`src/rtl/soc_top.sv`:
```
// Demo SoC: fixed service sequencer, single-cycle internal bus, 256x32 RAM, LED GPIO, down-counting timer.
// Optional RAM readback check after each flag write is enabled by defining SOC_RAM_READBACK_EN.
module soc_top #(
    parameter int         TIMER_PRESCALE  = 16,
    parameter logic [7:0] TIMER_RELOAD    = 8'h0F,
    parameter int         LED_HOLD_CYCLES = 64,
    parameter logic [7:0] RAM_FLAG_ADDR   = 8'h10
) (
    input  logic        clk,
    input  logic        reset_n,
    output logic [7:0]  led_out,
    output logic        timer_interrupt,
    output logic [7:0]  timer_count,
    output logic [31:0] ram_data_out,
    output logic [7:0]  ram_addr_debug
);

    localparam int PRE_W  = $clog2(TIMER_PRESCALE + 1);
    localparam int HOLD_W = $clog2(LED_HOLD_CYCLES + 1);

    localparam logic [11:0] LED_ADDR  = 12'h400;
    localparam logic [11:0] CTRL_ADDR = 12'h500;
    localparam logic [11:0] FLAG_ADDR = {2'b00, RAM_FLAG_ADDR, 2'b00};
    localparam logic [31:0] FLAG_SET  = 32'h0000_0055;
    localparam logic [31:0] FLAG_CLR  = 32'h0000_0000;

    localparam logic [3:0] ST_IDLE    = 4'd0;
    localparam logic [3:0] ST_LED_ON  = 4'd1;
    localparam logic [3:0] ST_RAM_SET = 4'd2;
    localparam logic [3:0] ST_HOLD    = 4'd3;
    localparam logic [3:0] ST_LED_OFF = 4'd4;
    localparam logic [3:0] ST_RAM_CLR = 4'd5;
    localparam logic [3:0] ST_INT_CLR = 4'd6;
`ifdef SOC_RAM_READBACK_EN
    localparam logic [11:0] COUNT_ADDR = 12'h504;
    localparam logic [3:0]  ST_RB_SET  = 4'd7;
    localparam logic [3:0]  ST_RB_CLR  = 4'd8;
`endif

    logic [3:0]        state;
    logic [3:0]        state_next;
    logic [HOLD_W-1:0] hold_cnt;
    logic [PRE_W-1:0]  prescaler;
    logic [7:0]        led_reg;

    logic        bus_we;
    logic [11:0] bus_addr;
    logic [31:0] bus_wdata;
    logic        ram_sel;
    logic [7:0]  ram_idx;
    logic        ram_we;
    logic        led_we;
    logic        timer_clr;

    logic [31:0] ram [256];

`ifdef SOC_RAM_READBACK_EN
    logic        bus_re;
    logic [31:0] bus_rdata;
    logic [31:0] rb_expect;
    logic        rb_error;
`endif

    // Sequencer: each state drives one bus transaction combinationally.
    always_comb begin
        state_next = state;
        bus_we     = 1'b0;
        bus_addr   = 12'h000;
        bus_wdata  = 32'h0;
`ifdef SOC_RAM_READBACK_EN
        bus_re     = 1'b0;
        rb_expect  = 32'h0;
`endif
        case (state)
            ST_IDLE: begin
                if (timer_interrupt)
                    state_next = ST_LED_ON;
            end
            ST_LED_ON: begin
                bus_we     = 1'b1;
                bus_addr   = LED_ADDR;
                bus_wdata  = 32'h0000_00FF;
                state_next = ST_RAM_SET;
            end
            ST_RAM_SET: begin
                bus_we     = 1'b1;
                bus_addr   = FLAG_ADDR;
                bus_wdata  = FLAG_SET;
`ifdef SOC_RAM_READBACK_EN
                state_next = ST_RB_SET;
`else
                state_next = ST_HOLD;
`endif
            end
`ifdef SOC_RAM_READBACK_EN
            ST_RB_SET: begin
                bus_re     = 1'b1;
                bus_addr   = FLAG_ADDR;
                rb_expect  = FLAG_SET;
                state_next = ST_HOLD;
            end
            ST_RB_CLR: begin
                bus_re     = 1'b1;
                bus_addr   = FLAG_ADDR;
                rb_expect  = FLAG_CLR;
                state_next = ST_INT_CLR;
            end
`endif
            ST_HOLD: begin
                if (hold_cnt == HOLD_W'(LED_HOLD_CYCLES - 1))
                    state_next = ST_LED_OFF;
            end
            ST_LED_OFF: begin
                bus_we     = 1'b1;
                bus_addr   = LED_ADDR;
                bus_wdata  = 32'h0;
                state_next = ST_RAM_CLR;
            end
            ST_RAM_CLR: begin
                bus_we     = 1'b1;
                bus_addr   = FLAG_ADDR;
                bus_wdata  = FLAG_CLR;
`ifdef SOC_RAM_READBACK_EN
                state_next = ST_RB_CLR;
`else
                state_next = ST_INT_CLR;
`endif
            end
            ST_INT_CLR: begin
                bus_we     = 1'b1;
                bus_addr   = CTRL_ADDR;
                bus_wdata  = 32'h0000_0001;
                state_next = ST_IDLE;
            end
            default: state_next = ST_IDLE;
        endcase
    end

    assign ram_sel   = (bus_addr[11:10] == 2'b00);
    assign ram_idx   = bus_addr[9:2];
    assign ram_we    = bus_we && ram_sel;
    assign led_we    = bus_we && (bus_addr == LED_ADDR);
    assign timer_clr = bus_we && (bus_addr == CTRL_ADDR) && bus_wdata[0];

    always_ff @(posedge clk or negedge reset_n) begin
        if (!reset_n) begin
            state    <= ST_IDLE;
            hold_cnt <= '0;
        end else begin
            state    <= state_next;
            hold_cnt <= (state == ST_HOLD && state_next == ST_HOLD) ? hold_cnt + 1'b1 : '0;
        end
    end

    // Timer freezes entirely while the interrupt is pending; the clear write releases it.
    always_ff @(posedge clk or negedge reset_n) begin
        if (!reset_n) begin
            prescaler       <= '0;
            timer_count     <= TIMER_RELOAD;
            timer_interrupt <= 1'b0;
        end else if (timer_clr) begin
            prescaler       <= '0;
            timer_count     <= TIMER_RELOAD;
            timer_interrupt <= 1'b0;
        end else if (!timer_interrupt) begin
            if (prescaler == PRE_W'(TIMER_PRESCALE - 1)) begin
                prescaler <= '0;
                if (timer_count != 8'h00) begin
                    timer_count <= timer_count - 8'd1;
                    if (timer_count == 8'h01)
                        timer_interrupt <= 1'b1;
                end
            end else begin
                prescaler <= prescaler + 1'b1;
            end
        end
    end

    always_ff @(posedge clk or negedge reset_n) begin
        if (!reset_n)
            led_reg <= 8'h00;
        else if (led_we)
            led_reg <= bus_wdata[7:0];
    end

    always_ff @(posedge clk) begin
        if (ram_we)
            ram[ram_idx] <= bus_wdata;
    end

`ifdef SOC_RAM_READBACK_EN
    always_comb begin
        bus_rdata = 32'h0;
        if (ram_sel)
            bus_rdata = ram[ram_idx];
        else if (bus_addr == LED_ADDR)
            bus_rdata = {24'h0, led_reg};
        else if (bus_addr == COUNT_ADDR)
            bus_rdata = {24'h0, timer_count};
    end

    always_ff @(posedge clk or negedge reset_n) begin
        if (!reset_n)
            rb_error <= 1'b0;
        else if (bus_re && (bus_rdata != rb_expect))
            rb_error <= 1'b1;
    end

    assign led_out = led_reg | {rb_error, 7'b0};
`else
    assign led_out = led_reg;
`endif

    always_ff @(posedge clk or negedge reset_n) begin
        if (!reset_n) begin
            ram_addr_debug <= 8'h00;
            ram_data_out   <= 32'h0;
        end else if (ram_we) begin
            ram_addr_debug <= ram_idx;
            ram_data_out   <= bus_wdata;
        end
`ifdef SOC_RAM_READBACK_EN
        else if (bus_re && ram_sel) begin
            ram_addr_debug <= ram_idx;
            ram_data_out   <= bus_rdata;
        end
`endif
    end

endmodule

```
`config.mk`:
```
export PLATFORM = sky130hd
export DESIGN_NAME = soc_top
export DESIGN_NICKNAME = d
export VERILOG_FILES = /design/src/rtl/soc_top.sv
export SDC_FILE = /design/constraint.sdc
export NUM_CORES = 1
export LEC_CHECK = 0
export BUFFER_PORTS_ARGS = -buffer_cell sky130_fd_sc_hd__buf_2
export CORE_MARGIN = 1
export CORE_UTILIZATION = 55
export CTS_CLUSTER_DIAMETER = 150
export CTS_CLUSTER_SIZE = 40
export DETAILED_ROUTE_END_ITERATION = 7
export PLACE_DENSITY = 0.95
export SLEW_MARGIN = 20
export SYNTH_ARGS = -nofsm -noshare
export SYNTH_HDL_FRONTEND = slang
export SYNTH_SLANG_ARGS = --single-unit
```
`constraint.sdc`:
```
create_clock -name clk -period 3.5 [get_ports clk]
set_input_delay 0.525 -clock clk [delete_from_list [all_inputs] [get_ports clk]]
set_output_delay 0.525 -clock clk [all_outputs]
set_load 0.01 [all_outputs]
```
# Yosys cells after proc, flatten, opt, wreduce, memory -nomap -nowiden
# Index checks and enable logic that the tools add are counted.
# W data, S select, Z words.
dict set report word_totals {
  word_cells 57
  out_inout_bits 57
  register_bits 73
}
dict set report op_classes {
  addsub 3
  mux 19
  n_reduce_logical 14
  n_eq_ne 13
}
# operator n
set op_table {}
lappend op_table {{$pmux W11 S3} 1}
lappend op_table {{$mux W8} 4}
lappend op_table {{$eq A12 B11 Y1 const B} 2}
lappend op_table {{$pmux W4 S6} 1}
lappend op_table {{$pmux W8 S3} 1}
lappend op_table {{$mux W5} 3}
lappend op_table {{$eq A4 B2 Y1 const B} 3}
lappend op_table {{$eq A4 B3 Y1 const B} 3}
lappend op_table {{$eq A8 B1 Y1 const B} 1}
lappend op_table {{$mux W4} 2}
lappend op_table {{$reduce_bool A8 Y1} 1}
lappend op_table {{$sub A8 B1 Y8 const B} 1}
lappend op_table {{$add A7 B1 Y7 const B} 1}
lappend op_table {{$eq A7 B6 Y1 const B} 1}
lappend op_table {{$mux W7} 1}
lappend op_table {{$mux W1} 6}
lappend op_table {{$add A5 B1 Y5 const B} 1}
lappend op_table {{$eq A5 B4 Y1 const B} 1}
lappend op_table {{$logic_and A1 B1 Y1} 5}
lappend op_table {{$reduce_or A5 Y1} 1}
lappend op_table {{$eq A4 B1 Y1 const B} 1}
lappend op_table {{$logic_not A4 Y1} 1}
lappend op_table {{$reduce_bool A2 Y1} 2}
lappend op_table {{$reduce_or A2 Y1} 2}
lappend op_table {{3 further kinds} 3}

# Depth between registers and ports, before layout
dict set report logic_depth {
  depth_word 8
  depth_mapped 6
  depth_no_buf 6
}

# Worst setup path before layout
# OpenSTA, ideal clock, no wires.
dict set report synth_path {
  path_kind {register to register}
  startpoint {register timer_count[0]}
  endpoint {register timer_count[7]}
  setup_slack_ps 1447
  t_required_ps 3380
  period_less_slack_ps 2053
  stages_incl_launch_ff 7
  arrival_ps 1933
  setup_time_ps 120
  cell_sequence {dfstp_2 -> inv_1 -> ha_1 -> nor4b_1 -> a211oi_1 -> a31oi_1 -> a41o_1}
}
dict set report synth_via {
  elab_chain_cells 5
  word_cells_on_any_way 8
  cone_classes {add/sub (1); mux (4); reduce/logical (3)}
}
# element line_no
set synth_rtl {}
lappend synth_rtl {{start: declaration} 13} ;# output logic [7:0] timer_count,
lappend synth_rtl {{start signal: assignment} 169} ;# timer_count <= timer_count - 8'd1;
lappend synth_rtl {{$sub A8 B1 Y8} 169}
lappend synth_rtl {{$mux W8} 168} ;# if (timer_count != 8'h00) begin
lappend synth_rtl {{$mux W8} 166} ;# if (prescaler == PRE_W'(TIMER_PRESCALE - 1)) begin
lappend synth_rtl {{$mux W8} 165} ;# end else if (!timer_interrupt) begin
lappend synth_rtl {{$mux W8} 161} ;# end else if (timer_clr) begin
# Parallel ways exist; a longest one is shown, timed or not. The select of a mux whose other input is x is not followed.
# A chain may end at the register's enable or synchronous reset.

# Worst setup path in the final report
# Ends and elaborated chain as after synthesis.

==> results.sh <==
export IMPL_status="complete, no violations"
export IMPL_leakage_uw=0.00102
export IMPL_initial_core_util_pct=59.8
export IMPL_ys_seq_area_share_pct=44.4
export IMPL_viasPerCell=5.08
export IMPL_synth_avg_cell_area_um2=9.49
export IMPL_cp_end_kind="register"
export IMPL_maxCapViolCount=0
export IMPL_die_w_um=60.3
export IMPL_setup_violations=0
export IMPL_finalHoldViolCount=0
export IMPL_arrival_ns=2.58
export IMPL_antenna_found_initial=0
export IMPL_synth_area_mm2=0.00187
export IMPL_powerDensity_mw_per_mm2=322
export IMPL_wirelength_um=2970
export IMPL_drc=0
export IMPL_coreArea_mm2=0.00313
export IMPL_cts_resized=0
export IMPL_slew_violations=0
export IMPL_cts_setup_buffers=0
export IMPL_min_period_over_period_pct=67.0
export IMPL_tightest_slew_ns=0.905
export IMPL_grt_pass1_vias=1091
export IMPL_ys_types=42
export IMPL_fp_dieH_um=60.3
export IMPL_io_buffer_count=28
export IMPL_ios=59
export IMPL_yosysWarnings=0
export IMPL_grt_usage_pct=18.5
export IMPL_cp_max_fo=7
export IMPL_clock_latency_ns=0.34
export IMPL_firstDrtPassIters=4
export IMPL_dieArea_mm2=0.00364
export IMPL_nets=223
export IMPL_cts_buffers=5
export IMPL_grt_start_max_net_pins=34
export IMPL_antenna_left=0
export IMPL_critPathLaunchType="register"
export IMPL_first_iter_violations=40
export IMPL_skew_ns=0.00183
export IMPL_root_buffer="clkbuf_4"
export IMPL_placed_cells=253
export IMPL_place_gp_congestion=0.880
export IMPL_rows=20
export IMPL_ys_seq_elements=33
export IMPL_netlist_instances=197
export IMPL_vdd_drop_max_uv=159
export IMPL_finalCoreUtilization_pct=61.0
export IMPL_num_vias=1325
export IMPL_holdBufCountCts=0
export IMPL_clkSinkCount=33
export IMPL_cts_tree="yes"
export IMPL_setup_tns_ns=0
export IMPL_dp_hpwl_um=2080
export IMPL_hp_class="input pin to async pin"
export IMPL_stdcell_count=261
export IMPL_syn_to_final_growth_pct=2.14
export IMPL_grt_pass1_wl_um=4800
export IMPL_htree_levels=2
export IMPL_period_minus_slack_ns=2.35
export IMPL_path_clk_slew_ns=0.10
export IMPL_grt_overflow=0
export IMPL_max_freq_mhz=426
export IMPL_required_ns=3.74
export IMPL_diodes=0
export IMPL_path_class="register to register"
export IMPL_slew_headroom_pct=39.3
export IMPL_rsz0062_at_grt="false"
export IMPL_wl_per_cell_um=11.4
export IMPL_cts_buffer_depth=2
export IMPL_drive_gt1_share_pct=20.7
worst max-delay path: stages, from the launching register on:
cell and delay (ns):
dfstp_2 0.58, inv_1 0.08, ha_1 0.21, nor4b_1 0.16
a211oi_1 0.78, a31oi_1 0.19, a41o_1 0.24
path summary, 6_finish.rpt:
check                                     to  slack [ns]           start  depth (start not counted)
min                        ram_addr_debug[4]        0.22         reset_n                          1
max reg2reg                   timer_count[7]        1.15  timer_count[0]                          6
min reg2reg                      hold_cnt[0]        0.46     hold_cnt[0]                          1
min in group clk                 hold_cnt[0]        0.46     hold_cnt[0]                          1
max in group asynchronous         led_out[5]        2.82         reset_n                          1
max                           timer_count[7]        1.15  timer_count[0]                          6
area by class of cell:
class,count,area (um^2)
repair buffers,29,148
inverters,3,11.3
well taps,44,55.1
flip-flops and latches,33,831
fillers,271,1220
clock inverters,2,10.0
clock buffers,6,41.3
multi-input cells,144,813
per-stage QoR:
| step | power [uW] | worst slack, ns | hold WS [ns] | area [um^2] |
|---|---|---|---|---|
| floorplan | 430 | 1.45 | 0.229 | 1980 |
| global placement | 413 | 1.35 | 0.441 | 1860 |
| detailed placement | 413 | 1.23 | 0.450 | 1860 |
| CTS | 624 | 1.20 | 0.233 | 1910 |
| global route | 644 | 1.05 | 0.268 | 1910 |
| finish | 614 | 1.15 | 0.221 | 1910 |
kinds of logic after synthesis:
logic type,count (synthesis),share of synthesized area (%)
and+or+nand+nor,72,20.2
DFF,33,44.4
adders and majority gates,5,3.35
muxes,3,1.61
xor gates and xnor gates,6,2.81
buffers and inverters,50,18.1
other,1,0.201
AOI/OAI and AO/OA,27,9.30
where the power goes:
| group | switching, uW | internal (uW) |
|---|---|---|
| sequential | 1.24 | 382 |
| combinational | 22.0 | 0.951 |
| clock | 132 | 76.4 |
| total | 155 | 459 |
layout by cell type (no fill, tap or decap), types with 2 or more instances in the layout:
cell type,n
xnor2_1,5
a21oi_1,7
o31ai_1,3
or3b_2,2
mux2i_1,3
nand2_1,18
ha_1,5
dfstp_2,4
nor2b_1,4
o21ai_0,8
and3_1,3
clkinv_2,2
buf_2,28
inv_1,3
nand3_1,7
nor3_1,5
nor2_1,17
dfrtp_1,29
clkbuf_4,5
a31oi_1,2
conb_1,31
nand2b_1,2
or3_1,2
sequential cells by signal, indices dropped and copies added (netlist names):
name and count:
prescaler 5, timer_interrupt 1, timer_count 8, state 4, led_out 3, ram_data_out 3
hold_cnt 7, ram_addr_debug 2
routing by layer:
| metal | share of wire, % | global-route usage, % |
|---|---|---|
| met5 | 0 | 0 |
| met4 | 1.5 | 8.64 |
| met1 | 43 | 24.0 |
| met2 | 49 | 27.0 |
| met3 | 7.1 | 7.36 |
Yosys cell counts:
library cell	n	share of area [%]
or3_1	2	0.67
a31oi_1	2	0.67
a211o_2	1	0.54
o31ai_1	3	1.2
nor4_1	1	0.33
conb_1	1	0.20
nand2b_1	2	0.67
nand2_1	18	3.6
buf_4	40	16
or2_2	1	0.33
nor4bb_1	1	0.54
a41o_1	1	0.54
and3_1	3	1.0
or3b_2	2	0.94
and4b_2	1	0.60
nand4_1	1	0.33
or3b_1	1	0.47
clkbuf_1	7	1.4
nand3b_1	1	0.40
o21ai_0	8	2.1
a21oi_1	7	1.9
o2111a_1	1	0.60
o211ai_1	1	0.40
a311oi_1	1	0.47
nor3_1	5	1.3
nand4b_1	1	0.47
a41oi_1	1	0.47
dfrtp_1	29	39
nor3b_1	1	0.40
or4_1	1	0.40
ha_1	5	3.3
dfstp_2	4	5.6
nand3_1	7	1.9
xnor2_1	5	2.3
nor4b_1	1	0.47
inv_1	3	0.60
nor2b_1	4	1.3
mux2i_1	3	1.6
a211oi_1	1	0.40
nor2_1	17	3.4
xor2_1	1	0.47
nand4bb_1	1	0.60
Note: power is estimated with default switching activity, not from simulation.
